**src/rtl/ex_mem_pipe_buf.sv**
```systemverilog
// Pipeline-stage register with valid/ready handshake and optional two-entry skid buffer.
// Carries a control word, NUM_BUSES data buses and a register write address.
module ex_mem_pipe_buf #(
    parameter int CTRL_SIZE      = 8,
    parameter int BUS_SIZE       = 32,
    parameter int NUM_BUSES      = 2,
    parameter int ADDR_SIZE      = 5,
    parameter int SKID           = 1,
    parameter int FLUSH_DATA     = 0,
    parameter int STALL_CNT_SIZE = 16
) (
    input  logic                          i_clk,
    input  logic                          i_reset_n,
    input  logic                          i_flush,
    input  logic                          i_cnt_clr,
    input  logic                          i_valid,
    output logic                          o_ready,
    input  logic [CTRL_SIZE-1:0]          i_ctrl,
    input  logic [NUM_BUSES*BUS_SIZE-1:0] i_data,
    input  logic [ADDR_SIZE-1:0]          i_addr_wr,
    output logic                          o_valid,
    input  logic                          i_ready,
    output logic [CTRL_SIZE-1:0]          o_ctrl,
    output logic [NUM_BUSES*BUS_SIZE-1:0] o_data,
    output logic [ADDR_SIZE-1:0]          o_addr_wr,
    output logic [STALL_CNT_SIZE-1:0]     o_stall_cnt
);

    localparam int DATA_SIZE = NUM_BUSES * BUS_SIZE;

    logic                      main_vld_q, main_vld_d;
    logic                      skid_vld_q, skid_vld_d;
    logic [CTRL_SIZE-1:0]      main_ctrl_q, main_ctrl_d;
    logic [CTRL_SIZE-1:0]      skid_ctrl_q, skid_ctrl_d;
    logic [DATA_SIZE-1:0]      main_data_q, main_data_d;
    logic [DATA_SIZE-1:0]      skid_data_q, skid_data_d;
    logic [ADDR_SIZE-1:0]      main_addr_q, main_addr_d;
    logic [ADDR_SIZE-1:0]      skid_addr_q, skid_addr_d;
    logic [STALL_CNT_SIZE-1:0] stall_cnt_q, stall_cnt_d;

    logic ready_raw;
    logic in_xfer;
    logic out_xfer;

    // With the skid entry, ready depends only on stored state, breaking the i_ready path.
    always_comb begin
        if (SKID != 0) ready_raw = !skid_vld_q;
        else           ready_raw = !main_vld_q || i_ready;
    end

    assign o_ready  = i_reset_n && ready_raw;
    assign in_xfer  = i_valid && o_ready;
    assign out_xfer = main_vld_q && i_ready;

    always_comb begin
        main_vld_d  = main_vld_q;
        skid_vld_d  = skid_vld_q;
        main_ctrl_d = main_ctrl_q;
        skid_ctrl_d = skid_ctrl_q;
        main_data_d = main_data_q;
        skid_data_d = skid_data_q;
        main_addr_d = main_addr_q;
        skid_addr_d = skid_addr_q;

        if (i_flush) begin
            main_vld_d  = 1'b0;
            skid_vld_d  = 1'b0;
            main_ctrl_d = '0;
            skid_ctrl_d = '0;
            if (FLUSH_DATA != 0) begin
                main_data_d = '0;
                skid_data_d = '0;
                main_addr_d = '0;
                skid_addr_d = '0;
            end
        end else if (!main_vld_q) begin
            if (in_xfer) begin
                main_vld_d  = 1'b1;
                main_ctrl_d = i_ctrl;
                main_data_d = i_data;
                main_addr_d = i_addr_wr;
            end
        end else if (!skid_vld_q) begin
            if (in_xfer && out_xfer) begin
                main_ctrl_d = i_ctrl;
                main_data_d = i_data;
                main_addr_d = i_addr_wr;
            end else if (in_xfer && (SKID != 0)) begin
                skid_vld_d  = 1'b1;
                skid_ctrl_d = i_ctrl;
                skid_data_d = i_data;
                skid_addr_d = i_addr_wr;
            end else if (out_xfer) begin
                main_vld_d = 1'b0;
            end
        end else if (out_xfer) begin
            skid_vld_d  = 1'b0;
            main_ctrl_d = skid_ctrl_q;
            main_data_d = skid_data_q;
            main_addr_d = skid_addr_q;
        end
    end

    // Clear has priority; the counter sticks at all-ones instead of wrapping.
    always_comb begin
        stall_cnt_d = stall_cnt_q;
        if (i_cnt_clr)
            stall_cnt_d = '0;
        else if (main_vld_q && !i_ready && !(&stall_cnt_q))
            stall_cnt_d = stall_cnt_q + STALL_CNT_SIZE'(1);
    end

    always_ff @(posedge i_clk or negedge i_reset_n) begin
        if (!i_reset_n) begin
            main_vld_q  <= 1'b0;
            skid_vld_q  <= 1'b0;
            main_ctrl_q <= '0;
            skid_ctrl_q <= '0;
            main_data_q <= '0;
            skid_data_q <= '0;
            main_addr_q <= '0;
            skid_addr_q <= '0;
            stall_cnt_q <= '0;
        end else begin
            main_vld_q  <= main_vld_d;
            skid_vld_q  <= skid_vld_d;
            main_ctrl_q <= main_ctrl_d;
            skid_ctrl_q <= skid_ctrl_d;
            main_data_q <= main_data_d;
            skid_data_q <= skid_data_d;
            main_addr_q <= main_addr_d;
            skid_addr_q <= skid_addr_d;
            stall_cnt_q <= stall_cnt_d;
        end
    end

    assign o_valid     = main_vld_q;
    assign o_ctrl      = main_vld_q ? main_ctrl_q : '0;
    assign o_data      = main_data_q;
    assign o_addr_wr   = main_addr_q;
    assign o_stall_cnt = stall_cnt_q;

endmodule
```
**config.mk**
```make
export PLATFORM = sky130hd
export DESIGN_NAME = ex_mem_pipe_buf
export DESIGN_NICKNAME = d
export VERILOG_FILES = /design/src/rtl/ex_mem_pipe_buf.sv
export SDC_FILE = /design/constraint.sdc
export NUM_CORES = 1
export LEC_CHECK = 0
export CAP_MARGIN = 20
export CORE_MARGIN = 10
export CORE_UTILIZATION = 50
export CTS_CLUSTER_SIZE = 40
export DETAILED_ROUTE_END_ITERATION = 8
export MAX_ROUTING_LAYER = met4
export PLACE_DENSITY = 0.8
export SETUP_SLACK_MARGIN = 0.02
export SYNTH_ARGS = -nofsm -noshare
export SYNTH_HDL_FRONTEND = slang
export SYNTH_SLANG_ARGS = --single-unit
```
**constraint.sdc**
```tcl
create_clock -name i_clk -period 2.38 [get_ports i_clk]
set_input_delay 0.476 -clock i_clk [delete_from_list [all_inputs] [get_ports i_clk]]
set_output_delay 0.476 -clock i_clk [all_outputs]
set_load 0.01 [all_outputs]
```
==> results by stage, run 1 <==
CTS:
- The hold buffer count at cts is 0.
- The buffer type at the clock tree root is clkbuf_16.
- The CTS tree is yes.
- In this run, CTS created clock tree buffers numbering 17.
- The clock net in this run drives a total of 172 sinks.
- After clock tree synthesis, the clock-pin slew on the worst setup and hold paths is 0.06 ns.
- The clock reaches the later pin of the worst-skew pair after 0.42 ns.
- In this run the deepest clock path goes through 2 buffers.
- The deepest level of the CTS H-tree is 4.

Timing:
- The maximum clock skew at final layout is 0.007593 ns.
- The final critical-path required period is 2.262 ns.
- The total negative setup slack is 0 ns.
- The total count of hold-check failures in the final report is 0.
- Final hold analysis gives a worst-case slack of 0.1632 ns.
- In this run the tightest slew margin relative to its limit is 0.3628.
- For the pin with the worst max-slew slack, the measured transition is 0.9558 ns.
- Setup repair after global routing left no endpoint under its margin.
- The setup-violating endpoint count in the final report is 0.
- For this run, the top clock speed supported by timing is 0.4421 GHz.
- Dividing the final minimum period by the clock period gives 0.9504.
- The max-slew violation count is 0.

Min path:
- The worst hold path belongs to the class in -> async.

Yosys:
- After technology mapping, the gate count stands at 638.
- In this run, synthesis inferred 0 flip-flops with an integrated enable.
- Synthesis produced a netlist with a net count of 722.
- The number of different library cells used by synthesis comes to 44.
- The main flop type after synthesis is dfrtp_1.
- The mean post-synth cell area is 11.85 um^2.
- The fraction of the yosys area taken by sequential cells is 0.5694.
- The count of synthesis-stage warnings from yosys is 0.
- The flop and latch count out of synthesis is 172.
- The post-synthesis async set-or-reset flop share is 1.000.
- Summing every instance area after synthesis gives 0.007558 mm^2.

Routing:
- The routed design has 18870 um of wire.
- For this block, the via count after detailed routing is 5530.
- In the final routed layout, each cell accounts on average for 18.68 um.
- The count of antenna-violating nets left after detailed routing is 0.
- The detailed router finished its first iteration with 292 violations.
- Before antenna repair, the detailed router went through 4 iterations.
- After detailed routing, the number of vias per cell comes to 5.475.
- After detailed routing, the number of remaining DRC violations is 0.

Power and ir drop:
- The largest voltage drop on the vdd net is 0.5480 mV.
- The leakage power total is 4.816 nW.
- Dividing total power by cell area gives a power density of 765.4 mW/mm^2.

Floorplan:
- Pin placement for this block handled 178 I/O pins.
- For this configuration, the core starts out at a cell density of 0.5142.
- The die covers 0.02043 mm^2.
- The number of standard-cell rows in the floorplan is 44.
- The area of the placeable core is 0.01470 mm^2.
- The die is 143.0 um tall.
- In this run the horizontal extent of the chip is 143.0 um.

Worst setup path:
- The setup path with the least slack is of type reg -> out.
- For flop-to-flop paths, the worst setup slack is 0.39 ns.
- The critical register-to-register path endpoint is skid_data_q[60].
- The startpoint type of the worst setup path is a flip-flop.
- For the worst flop-to-flop path, the logic depth is 4.
- The required time of the critical path is 1.90 ns.
- The endpoint class of the critical path is a primary output.
- The critical-path maximum fanout is 13.
- The critical register-to-register path startpoint is skid_vld_q.
- Following the worst setup path forward leads to its endpoint at o_ready.
- The arrival time reported for the critical path endpoint is 1.79 ns.
- The most critical setup path has its startpoint at skid_vld_q.

Placed design:
- The detailed-placement wirelength estimate is 13420 um.
- The number of buffers added on ports is 177.
- In this run the cell area measured after placement is 0.009589 mm^2.
- The global placement routability congestion is 0.8184.

Finish:
- The number of inserted diodes is 0.
- The count of nets after finishing is 897.
- Compared with the post-synthesis result, the final layout area differs by 34.86%.
- The final instance area is 0.01019 mm^2.
- The number of inserted filler cells in the final layout is 1023.
- The fraction of layout cells with a size suffix above 1 is 0.1489.

Global routing:
- In the global route stage, overall resource usage came out at 0.1900.
- Entering global routing, the biggest net connects 77 pins.
- The overall overflow remaining after global route is 0.
- The first global-routing pass estimated 30220 um of wire.
- The number of antenna violations at the first check in global routing is 0.
- The number of global-route vias before repair is 5806.

Job:
- The number of maximum-capacitance constraint violations is 0.

Outcome:
- The run finished with clean final reports.
cells in the mapped netlist, types with 2 or more instances:
cell type	n	area (um^2)
nand4_1	2	12.51
nor2b_1	6	37.54
mux2_2	61	686.9
o31ai_1	2	15.01
inv_1	3	11.26
nand4_2	2	25.02
nor3_1	4	20.02
buf_1	3	11.26
buf_4	8	60.06
or4_1	2	15.01
a21oi_1	78	390.4
nor2_1	92	345.3
o211ai_1	2	15.01
mux2i_1	78	780.8
or3_1	6	37.54
and4_1	2	17.52
clkbuf_1	4	15.01
mux2_1	10	112.6
a311oi_1	8	70.07
nand3_1	13	65.06
o21ai_0	7	35.03
and2_1	9	56.30
nand2_1	18	67.56
buf_6	2	22.52
buf_2	24	120.1
mux2_4	2	30.03
and3_1	2	12.51
dfrtp_1	172	4304
flip-flops by register name (all words and copies together) (netlist names):
register,count
o_data,64
skid_data_q,64
o_stall_cnt,16
main_ctrl_q,8
skid_ctrl_q,8
o_addr_wr,5
skid_addr_q,5
o_valid,1
skid_vld_q,1
layout by cell type (no fill, tap or decap), types with 3 or more instances in the layout:
cell type and count:
a21oi_1 78, a311oi_1 8, and2_1 9, buf_12 7
buf_4 12, bufinv_16 3, clkbuf_16 17, clkdlybuf4s50_1 176
clkinvlp_4 4, dfrtp_1 172, inv_1 3, mux2_1 10
mux2_2 61, mux2i_1 78, nand2_1 18, nand3_1 13
nor2_1 92, nor2b_1 6, nor3_1 4, o21ai_0 7
or3_1 6
power breakdown:
group	total, mW	internal (mW)	switching [mW]	leakage (nW)
logic	1.39	0.802	0.591	2.40
registers	3.60	3.35	0.249	2.14
clock network	2.81	1.66	1.15	0.281
total	7.80	5.81	1.99	4.82
logic make-up (layout without fill, tap and decap cells):
| family | count (synthesis) | in the layout | share of synthesized area |
|---|---|---|---|
| mux | 151 | 151 | 0.2130 |
| buf+inv | 44 | 232 | 0.03178 |
| flops | 172 | 172 | 0.5694 |
| compound gates | 104 | 104 | 0.07797 |
| xor+xnor | 1 | 1 | 0.001159 |
| simple gates | 165 | 165 | 0.1049 |
| fa+ha+maj | 1 | 1 | 0.001655 |
worst min path at each step:
stage | end | startpoint | cells past startpoint | slack, ns
after CTS | o_stall_cnt[15] | i_reset_n | 2 | 0.17
after floorplan | main_ctrl_q[0] | i_reset_n | 0 | 0.18
after detailed placement | skid_data_q[53] | skid_data_q[53] | 1 | 0.48
final | o_stall_cnt[15] | i_reset_n | 2 | 0.16
after global placement | skid_data_q[55] | skid_data_q[55] | 1 | 0.47
after global routing | o_stall_cnt[15] | i_reset_n | 2 | 0.20
stage by stage:
| step | setup WS [ns] | cells | total power [mW] | util |
|---|---|---|---|---|
| after detailed placement | 0.1408 | 978 | 5.045 | 0.6524 |
| final | 0.1180 | 1010 | 7.802 | 0.6935 |
| after floorplan | 0.6242 | 638 | 4.160 | - |
| after global routing | 0.04327 | 1010 | 8.139 | 0.6935 |
| after global placement | 0.1504 | 978 | 4.962 | 0.6524 |
| after CTS | 0.07025 | 1010 | 7.867 | 0.6932 |
per-layer routing:
| layer | up-vias | part of all wire | track usage |
|---|---|---|---|
| li1 | 2598 | - | - |
| met3 | 27 | 0.068 | 0.05804 |
| met5 | - | 0 | - |
| met4 | 0 | 0.015 | 0.06135 |
| met2 | 162 | 0.48 | 0.2957 |
| met1 | 2743 | 0.43 | 0.2326 |
critical path, stage by stage, from the launching register on:
cell	delay [ns]
dfrtp_1	0.57
nor2b_1	0.22
clkdlybuf4s50_1	0.58
final cells by class:
cell class | instances | area [um^2] | area share
Timing Repair Buffer | 197 | 2014 | 0.1976
Inverter | 3 | 11.26 | 0.001105
Multi-Input combinational cell | 422 | 3033 | 0.2975
Tap cell | 184 | 230.2 | 0.02259
Clock inverter | 13 | 167.7 | 0.01645
Sequential cell | 172 | 4304 | 0.4222
Clock buffer | 19 | 432.9 | 0.04247
repair_timing:
| action | 4_1_cts | 5_1_grt |
|---|---|---|
| buffers inserted | 0 | 0 |
| gates resized for setup | 0 | 1 |
| endpoints found under the setup margin | 0 | 2 |
(Power assumes the default switching activity.)
==> run 2: changes to the inputs <==
--- a/config.mk
+++ b/config.mk
@@ -7,11 +7,11 @@
 export LEC_CHECK = 0
 export CAP_MARGIN = 20
 export CORE_MARGIN = 10
-export CORE_UTILIZATION = 50
+export CORE_UTILIZATION = 45
 export CTS_CLUSTER_SIZE = 40
 export DETAILED_ROUTE_END_ITERATION = 8
 export MAX_ROUTING_LAYER = met4
-export PLACE_DENSITY = 0.8
+export PLACE_DENSITY = 0.73
 export SETUP_SLACK_MARGIN = 0.02
 export SYNTH_ARGS = -nofsm -noshare
 export SYNTH_HDL_FRONTEND = slang
==> run 2 against run 1 <==
Net effect: cell count rose by 3.0%; non-clock buffer count fell by 6; count of clock-buffer cells in the layout did not move; worst setup slack improved by 0.024 ns; hold slack got worse by 0.093 ns; total power fell by 2.5%; largest cell class unchanged; largest power group unchanged.
==> results by stage, run 2 (synthesis results as in run 1) <==
CTS:
- After clock tree synthesis, the flow added hold-fix buffers numbering 0.
- The number of gates resized after cts is 0.
- The number of clock buffers added by TritonCTS is 17.
- The deepest level of the CTS H-tree is 4.
- TritonCTS built the clock tree.
- The maximum count of clock buffers along a single path is 2.
- The clock edge transition at the registers on the reported setup and hold paths is 0.07 ns.
- The tree is rooted in a clkbuf_16.
- Counting every sink on the clock net gives 172.
- For the worst-skew pair, the clock arrives at the later sink with an insertion delay of 0.42 ns.
- Once the clock tree was built, the setup fixing pass inserted 0 buffers.

Global routing:
- The first-pass GRT wire length is 30020 um.
- Across every metal layer, demand over resource in global routing totals 0.1713.
- The number of antenna violations at the first check in global routing is 0.
- The number of global-route vias before repair came to 5922.
- Entering global routing, the biggest net connects 151 pins.
- For this run the aggregate overflow at the end of global routing stands at 0.

Worst setup path:
- For the worst setup path, the data required time is 1.90 ns.
- The worst setup path is launched from a flip-flop.
- Data on the critical path arrives at its endpoint at 1.76 ns.
- The critical-path maximum fanout is 13.
- The worst setup path is captured at a primary output.
- The path type of the worst setup path is reg -> out.

Power and ir drop:
- The largest voltage drop on the vdd net is 0.4930 mV.
- Summing internal, switching and leakage power gives 7.611 mW.
- For this design the ratio of total power to cell area is 751.2 mW/mm^2.
- The leakage power total is 4.768 nW.

Routing:
- The total iterations of the first detailed-routing run is 4.
- After the first detailed-routing iteration, the DRC count stood at 267.
- The count of antenna-violating nets left after detailed routing is 0.
- The routed wire length is 18330 um.
- In the routed layout, each cell is associated on average with a via count of 5.277.
- The remaining design rule violation count is 0.
- The total via count after detailed routing is 5488.
- The per-cell routed wire length is 17.62 um.

Timing:
- In this run the tightest slew margin relative to its limit is 0.4213.
- The maximum clock skew at final layout is 0.006358 ns.
- The final worst slack is 0.1422 ns.
- Setup repair after global routing left no endpoint under its margin.
- Setup violations remaining at the end of the flow were counted as 0.
- After routing, the total negative slack on setup checks comes to 0 ns.
- Timing would allow up to 0.4469 GHz.
- The slew at the pin closest to its max-slew limit is 0.8681 ns.
- The final worst-path cycle share is 0.9403.
- The max-slew violation count was 0.
- Counting I/O delays and the setup requirement, the final critical path takes 2.238 ns.
- The total count of hold-check failures in the final report is 0.

Finish:
- The number of inserted diodes is 0.
- Of the cells placed in the final design, the portion with a size suffix greater than 1 is 0.1451.
- The area growth from synthesis to layout is 34.05%.
- In the layout the commonest cells are 176 x clkdlybuf4s50_1, 172 x dfrtp_1, 92 x nor2_1, 78 x a21oi_1, 78 x mux2i_1.
- The multi-input combinational cells in the finished layout cover a total of 0.003033 mm^2.
- The final instance count without filler cells is 1040.
- The total area of sequential cells is 0.004304 mm^2.
- The most common cell after layout, fill and taps aside is clkdlybuf4s50_1.
- For this run, the post-layout net count is 891.
- The number of inserted filler cells in the final layout is 1281.

Placed design:
- Before CTS, the worst setup slack after placement is 0.1110 ns.
- In this run the tool buffered the top-level ports with 177 buffer cells.
- The global placement routability congestion is 0.8365.
- In this run, placement finished with an instance count of 1008.
- The detailed-placement wirelength estimate is 12900 um.

Floorplan:
- The floorplan step defined a die boundary enclosing 0.02238 mm^2.
- The area of the placeable core is 0.01652 mm^2.
- The number of ports placed on the die boundary is 178.
- The vertical die dimension is 149.6 um.
- The number of standard-cell rows in the floorplan is 47.
- In this run the horizontal extent of the chip is 149.6 um.
- The initial utilization of the core area, before any placement, comes to 0.4574.

Outcome:
- The run finished with clean final reports.

Min path:
- The worst hold path belongs to the class in -> async.

Job:
- Max-cap violations in this run came to 0.
## run 2: path summary, 6_finish.rpt
| check | start | endpoint | slack, ns | cells past startpoint |
|---|---|---|---|---|
| worst max-delay path | o_valid | o_ctrl[0] | 0.14 | 2 |
| worst min-delay path | i_reset_n | skid_data_q[4] | 0.07 | 2 |
| worst max register to register | skid_vld_q | skid_data_q[34] | 0.39 | 4 |
| worst min register to register | skid_data_q[55] | skid_data_q[55] | 0.49 | 1 |
| max in group asynchronous | i_reset_n | o_data[48] | 1.52 | 2 |
| min in group i_clk | i_reset_n | o_valid | 0.44 | 3 |
## run 2: report_power, final
| part | switching [mW] | leakage (nW) | total [mW] | internal (mW) |
|---|---|---|---|---|
| logic | 0.571 | 2.36 | 1.37 | 0.795 |
| clock network | 1.16 | 0.272 | 2.66 | 1.50 |
| registers | 0.240 | 2.14 | 3.58 | 3.35 |
| total | 1.97 | 4.77 | 7.61 | 5.64 |
## run 2: layout make-up
| cell class | instances | area share |
|---|---|---|
| Timing Repair Buffer | 191 | 0.1915 |
| Clock buffer | 19 | 0.04470 |
| Sequential cell | 172 | 0.4248 |
| Tap cell | 220 | 0.02717 |
| Clock inverter | 13 | 0.01136 |
| Inverter | 3 | 0.001111 |
| Multi-Input combinational cell | 422 | 0.2993 |
## run 2: worst max-delay path, cell delays in order, from the launching register on
cell and delay (ns):
dfrtp_1 0.59, and2_1 0.20, clkdlybuf4s50_1 0.55
## run 2: metrics by stage
stage               hold slack [ns]  instance area, um^2    util
floorplan                    0.1804                 7559       -
global placement             0.4663                 9564  0.5788
detailed placement           0.4753                 9564  0.5788
CTS                         0.06471                10130  0.6132
global route                0.08480                10130  0.6132
finish                      0.07001                10130  0.6132
## run 2: routing by layer
layer | track usage | vias to the layer above | share of wire
met4 | 0.05643 | 0 | 0.018
li1 | - | 2589 | -
met2 | 0.2724 | 152 | 0.48
met1 | 0.2013 | 2719 | 0.43
met3 | 0.05646 | 28 | 0.072
met5 | - | - | 0
